===== src/rtl/mem_port_arbiter_pkg.sv =====
// Shared types for the memory port arbiter:
// requester ids, lock states and outstanding entries.
package mem_port_arbiter_pkg;

  localparam logic REQ_INST = 1'b0;
  localparam logic REQ_DATA = 1'b1;

  typedef enum logic [1:0] {
    IDLE,
    HOLD0,
    HOLD1
  } lock_state_t;

  typedef struct packed {
    logic id;
    logic drop;
  } ost_entry_t;

endpackage


===== src/rtl/mem_port_arbiter_fifo.sv =====
// In-order record of accepted requests awaiting data_ok,
// with bulk drop-by-id for cancelled requesters.
module outstanding_fifo
  import mem_port_arbiter_pkg::*;
#(
  parameter int DEPTH = 4,
  parameter int PW    = $clog2(DEPTH)
) (
  input  logic       clk,
  input  logic       resetn,
  input  logic       push,
  input  logic       push_id,
  input  logic       pop,
  input  logic [1:0] cancel,
  output ost_entry_t head,
  output logic       full,
  output logic       empty,
  output logic [PW:0] count
);

  logic [DEPTH-1:0] vld_q;
  logic [DEPTH-1:0] id_q;
  logic [DEPTH-1:0] drop_q;
  logic [PW-1:0]    wr_ptr;
  logic [PW-1:0]    rd_ptr;
  logic             do_pop;

  assign empty  = (count == '0);
  assign full   = (count == (PW+1)'(DEPTH));
  assign do_pop = pop & ~empty;

  // A cancel arriving with the pop still kills the head response.
  assign head = '{
    id:   id_q[rd_ptr],
    drop: drop_q[rd_ptr] | cancel[id_q[rd_ptr]]
  };

  always_ff @(posedge clk) begin
    if (!resetn) begin
      vld_q  <= '0;
      id_q   <= '0;
      drop_q <= '0;
      wr_ptr <= '0;
      rd_ptr <= '0;
      count  <= '0;
    end else begin
      for (int i = 0; i < DEPTH; i++) begin
        if (vld_q[i] && cancel[id_q[i]])
          drop_q[i] <= 1'b1;
      end
      if (do_pop) begin
        vld_q[rd_ptr] <= 1'b0;
        rd_ptr        <= rd_ptr + PW'(1);
      end
      if (push) begin
        vld_q[wr_ptr]  <= 1'b1;
        id_q[wr_ptr]   <= push_id;
        drop_q[wr_ptr] <= cancel[push_id];
        wr_ptr         <= wr_ptr + PW'(1);
      end
      unique case ({push, do_pop})
        2'b10:   count <= count + (PW+1)'(1);
        2'b01:   count <= count - (PW+1)'(1);
        default: count <= count;
      endcase
    end
  end

endmodule


===== src/rtl/mem_port_arbiter.sv =====
// Shares one sram-like port between inst fetch and data access,
// holding grants until addr_ok and routing responses in order.
module mem_port_arbiter
  import mem_port_arbiter_pkg::*;
#(
  parameter int AW           = 32,
  parameter int DW           = 32,
  parameter int MAX_OUT      = 4,
  parameter int STARVE_LIMIT = 4
) (
  input  logic          clk,
  input  logic          resetn,
  input  logic [1:0]    s_req,
  input  logic [1:0]    s_wr,
  input  logic [3:0]    s_size,
  input  logic [7:0]    s_wstrb,
  input  logic [2*AW-1:0] s_addr,
  input  logic [2*DW-1:0] s_wdata,
  input  logic [1:0]    s_cancel,
  output logic [1:0]    s_addr_ok,
  output logic [1:0]    s_data_ok,
  output logic [DW-1:0] s_rdata,
  output logic          m_req,
  output logic          m_wr,
  output logic [1:0]    m_size,
  output logic [3:0]    m_wstrb,
  output logic [AW-1:0] m_addr,
  output logic [DW-1:0] m_wdata,
  input  logic          m_addr_ok,
  input  logic          m_data_ok,
  input  logic [DW-1:0] m_rdata
);

  localparam int CW = $clog2(MAX_OUT);
  localparam int SW = $clog2(STARVE_LIMIT + 1);

  lock_state_t   lock, lock_nx;
  logic          winner;
  logic          hs;
  logic          starve_hit;
  logic          full, empty;
  logic          resp;
  logic [CW:0]   ost_count;
  logic [SW-1:0] starve_cnt;
  ost_entry_t    head;

  assign starve_hit = s_req[REQ_INST] &&
                      (starve_cnt == SW'(STARVE_LIMIT));

  always_comb begin
    winner  = REQ_INST;
    lock_nx = lock;
    m_req   = 1'b0;
    unique case (lock)
      IDLE: begin
        winner = s_req[REQ_DATA] && !starve_hit;
        m_req  = resetn & s_req[winner] & ~full;
        if (m_req && !m_addr_ok)
          lock_nx = winner ? HOLD1 : HOLD0;
      end
      HOLD0: begin
        winner = REQ_INST;
        m_req  = resetn & s_req[winner] & ~full;
        if (m_addr_ok) lock_nx = IDLE;
      end
      HOLD1: begin
        winner = REQ_DATA;
        m_req  = resetn & s_req[winner] & ~full;
        if (m_addr_ok) lock_nx = IDLE;
      end
      default: lock_nx = IDLE;
    endcase
  end

  assign hs        = m_req & m_addr_ok;
  assign s_addr_ok = {hs & winner, hs & ~winner};

  assign m_wr    = winner ? s_wr[1]          : s_wr[0];
  assign m_size  = winner ? s_size[3:2]      : s_size[1:0];
  assign m_wstrb = winner ? s_wstrb[7:4]     : s_wstrb[3:0];
  assign m_addr  = winner ? s_addr[2*AW-1:AW] : s_addr[AW-1:0];
  assign m_wdata = winner ? s_wdata[2*DW-1:DW] : s_wdata[DW-1:0];

  always_ff @(posedge clk) begin
    if (!resetn) begin
      lock       <= IDLE;
      starve_cnt <= '0;
    end else begin
      lock <= lock_nx;
      if (hs && winner == REQ_DATA) begin
        if (s_req[REQ_INST] && starve_cnt != SW'(STARVE_LIMIT))
          starve_cnt <= starve_cnt + SW'(1);
      end else if (hs) begin
        starve_cnt <= '0;
      end
    end
  end

  outstanding_fifo #(
    .DEPTH (MAX_OUT)
  ) u_fifo (
    .clk     (clk),
    .resetn  (resetn),
    .push    (hs),
    .push_id (winner),
    .pop     (m_data_ok),
    .cancel  (s_cancel),
    .head    (head),
    .full    (full),
    .empty   (empty),
    .count   (ost_count)
  );

  assign resp      = resetn & m_data_ok & ~empty & ~head.drop;
  assign s_data_ok = {resp & head.id, resp & ~head.id};
  assign s_rdata   = m_rdata;

  a_resp_has_owner: assert property (
    @(posedge clk) disable iff (!resetn) m_data_ok |-> !empty
  );

endmodule


===== config.mk =====
export PLATFORM = sky130hd
export DESIGN_NAME = mem_port_arbiter
export DESIGN_NICKNAME = d
export VERILOG_FILES = /design/src/rtl/mem_port_arbiter_pkg.sv /design/src/rtl/mem_port_arbiter_fifo.sv /design/src/rtl/mem_port_arbiter.sv
export SDC_FILE = /design/constraint.sdc
export NUM_CORES = 1
export LEC_CHECK = 0
export ABC_AREA = 1
export BUFFER_PORTS_ARGS = -buffer_cell sky130_fd_sc_hd__buf_2
export CORE_AREA = 2 2 113 115
export DETAILED_ROUTE_END_ITERATION = 8
export DIE_AREA = 0 0 115 117
export GPL_TIMING_DRIVEN = 0
export PLACE_DENSITY_LB_ADDON = 0.12
export SLEW_MARGIN = 0
export SYNTH_ARGS = -nofsm -noshare
export SYNTH_HDL_FRONTEND = slang
export SYNTH_HIERARCHICAL = 1
export SYNTH_SLANG_ARGS = --single-unit

===== constraint.sdc =====
create_clock -name clk -period 2.9 [get_ports clk]
set_input_delay 0.58 -clock clk [delete_from_list [all_inputs] [get_ports clk]]
set_output_delay 0.58 -clock clk [all_outputs]
set_load 0.1 [all_outputs]

==> flow_summary.ini <==
[placement]
gp_congestion = 0.834
dp_hpwl_um = 11200
place.port_buffers = 257
place_ws_ps = 65.6

[worst_setup_path]
cp_common_cell = nand2_1
cp.required_ps = 2320
cpPeakStageDelay_ps = 330
critPathSlowestCell = dfxtp_1
worstPathArrival_ps = 2160
start_kind = register
worstSetupEndpointType = primary output
path_cells = inv_1, ha_1, nand3_1, nand3_1, nand2_1, buf_2, buf_2, nand2_1, nand2_1, buf_4
cp_max_fo = 10
critical_path_class = reg2out
crit_family = buffers and inverters
crit_buf_inv = 4

[yosys]
ys_warn_count = 6
synthesis.nets = 671
yosys_register_bits = 24
synth_cells = 474
synth_cell_types = 27
ys_seq_area_share_pct = 18.3
syn_avg_cell_area_sq_um = 5.52
synth_area_sq_um = 2620

[timing]
worstMarginPinSlew_ps = 558
final-hold-violation-count = 0
fin_ws_ps = 157
layout_min_cycle_time_ps = 2740
fmax_mhz = 365
rsz0062_at_grt = false
skew_ps = 3.63
timing.final.crit_share_pct = 94.6
maxSlewHeadroom_pct = 63.0
setup_violations = 0
whs_ps = 462
drv_slew = 0

[floorplanning]
initial_utilization_pct = 21.3
core_sq_um = 12300
dieHeight_um = 117
dieArea_sq_um = 13500
rows = 41
chipWidth_um = 115
io-pin-count = 290

[cts]
clock_latency_ps = 260
cts_hold_buf = 0
clock_sinks = 24
numCtsBuffers = 3
htreeDepth = 1
cts_tree = built
cts_root_buf = clkbuf_16
clk_pin_slew_ps = 60
cts.path.max_buffers = 2

[route]
vias_per_cell = 4.17
drt-wirelength-per-cell_um = 14.5
firstDrtPassIters = 4
dr.first_iter.drc_count = 131
post-route-drc-count = 0
vias = 3691
final_antenna_net_count = 0
wl_um = 12900

[flow_run]
maxCapViolations = 0

[global_route]
first_global_vias = 3126
overflow = 0
grt_use_total_pct = 16.7
antenna_found_initial = 0
grt_start_max_net_pins = 16
grt_pass1_wl_um = 17300

[cells_and_area]
area_growth_syn_to_layout_pct = 66.8
nFillCells = 1426
final_util_pct = 35.5
antenna_cells = 0
nNetsFinal = 933
drive_gt1_share_pct = 44.6

[worst_hold_path]
min-delay-path-class = reg2reg

[run_status]
status = finished, final reports clean
==> final cells by class <==
| class | instances | area, sq um | area share, % |
|---|---|---|---|
| Tap cell | 150 | 188 | 4.30 |
| Timing Repair Buffer | 257 | 1470 | 33.5 |
| Inverter | 34 | 130 | 2.98 |
| Sequential cell | 24 | 480 | 11.0 |
| Buffer | 50 | 347 | 7.93 |
| Clock buffer | 4 | 88.8 | 2.03 |
| Multi-Input combinational cell | 366 | 1670 | 38.2 |
==> tightest hold or removal path: cells and delay by family (launching register included) <==
family           cells  cell delay, ps
AND/OR/NAND/NOR      1              60
AO/OA/AOI/OAI        1              50
flip-flops           1             310
==> Yosys cell counts, drive strengths merged <==
| master | instances | area share, % |
|---|---|---|
| nor2 | 17 | 3.1 |
| dfxtp | 24 | 18 |
| clkbuf | 1 | 0.29 |
| nand2 | 263 | 38 |
| o21ai | 21 | 4.2 |
| nand4 | 1 | 0.24 |
| nand3 | 21 | 4.9 |
| buf | 49 | 13 |
| a21oi | 25 | 4.8 |
| fa | 1 | 0.76 |
| nor3 | 1 | 0.19 |
| ha | 14 | 6.7 |
| or2 | 1 | 0.24 |
| inv | 34 | 5.0 |
| xor2 | 1 | 0.33 |
==> layer usage <==
| metal | routed length [um] | global-route usage, % |
|---|---|---|
| met1 | 5770 | 23.0 |
| met3 | 698 | 1.85 |
| met4 | 80 | 2.57 |
| met2 | 6320 | 28.6 |
| met5 | 0 | 0 |
==> cell families (layout without fill, tap and decap cells) <==
logic type	count (synthesis)	count (layout)	synth area share, %
compound gates	46	46	8.93
xor+xnor	1	1	0.335
buf+inv	84	345	18.0
flops	24	24	18.3
simple gates	304	304	46.9
fa+ha+maj	15	15	7.45
==> state kept, by name (all words and copies together) (netlist names) <==
name,cells
u_fifo/drop_q,4
u_fifo/id_q,4
u_fifo/vld_q,4
starve_cnt,3
u_fifo/count,3
lock,2
u_fifo/rd_ptr,2
u_fifo/wr_ptr,2
==> timing repair <==
action,in CTS,in global routing
buffers inserted,0,0
gates resized for setup,44,34
endpoints found under the setup margin,43,32
==> metrics by stage <==
stage | instance area (sq um) | cells | TNS, ps
after floorplan | 2620 | 474 | 0
after global placement | 4100 | 881 | 0
after detailed placement | 4100 | 881 | 0
after CTS | 4290 | 885 | -2.31
after global routing | 4370 | 885 | 0
final | 4370 | 885 | 0
==> placed cells by master, fill, tap and decap left out, types with 2 or more instances in the layout <==
master / n
nor2_4: 2
nor2_1: 13
a21oi_1: 25
nand3_1: 18
buf_6: 2
nor2_2: 2
nand2_2: 3
dfxtp_1: 24
nand2_1: 259
buf_2: 200
inv_2: 4
nand3_2: 2
o21ai_0: 14
clkbuf_4: 24
ha_1: 14
clkbuf_16: 3
inv_1: 29
buf_4: 81
o21ai_1: 6
==> final timing paths <==
kind	start	endpoint	slack, ps	cells after the start
worst max-delay path	starve_cnt[0]$_SDFFE_PN0P_	m_addr[28]	160	10
worst min-delay path	u_fifo/vld_q[0]$_SDFF_PN0_	u_fifo/vld_q[0]$_SDFF_PN0_	460	2
worst max register to register	u_fifo/count[2]$_SDFFE_PN0P_	u_fifo/count[2]$_SDFFE_PN0P_	290	18
worst min register to register	u_fifo/vld_q[0]$_SDFF_PN0_	u_fifo/vld_q[0]$_SDFF_PN0_	460	2
Power is not shown: default switching activity piles up to over one toggle a cycle in this logic, so the estimate is an artifact.
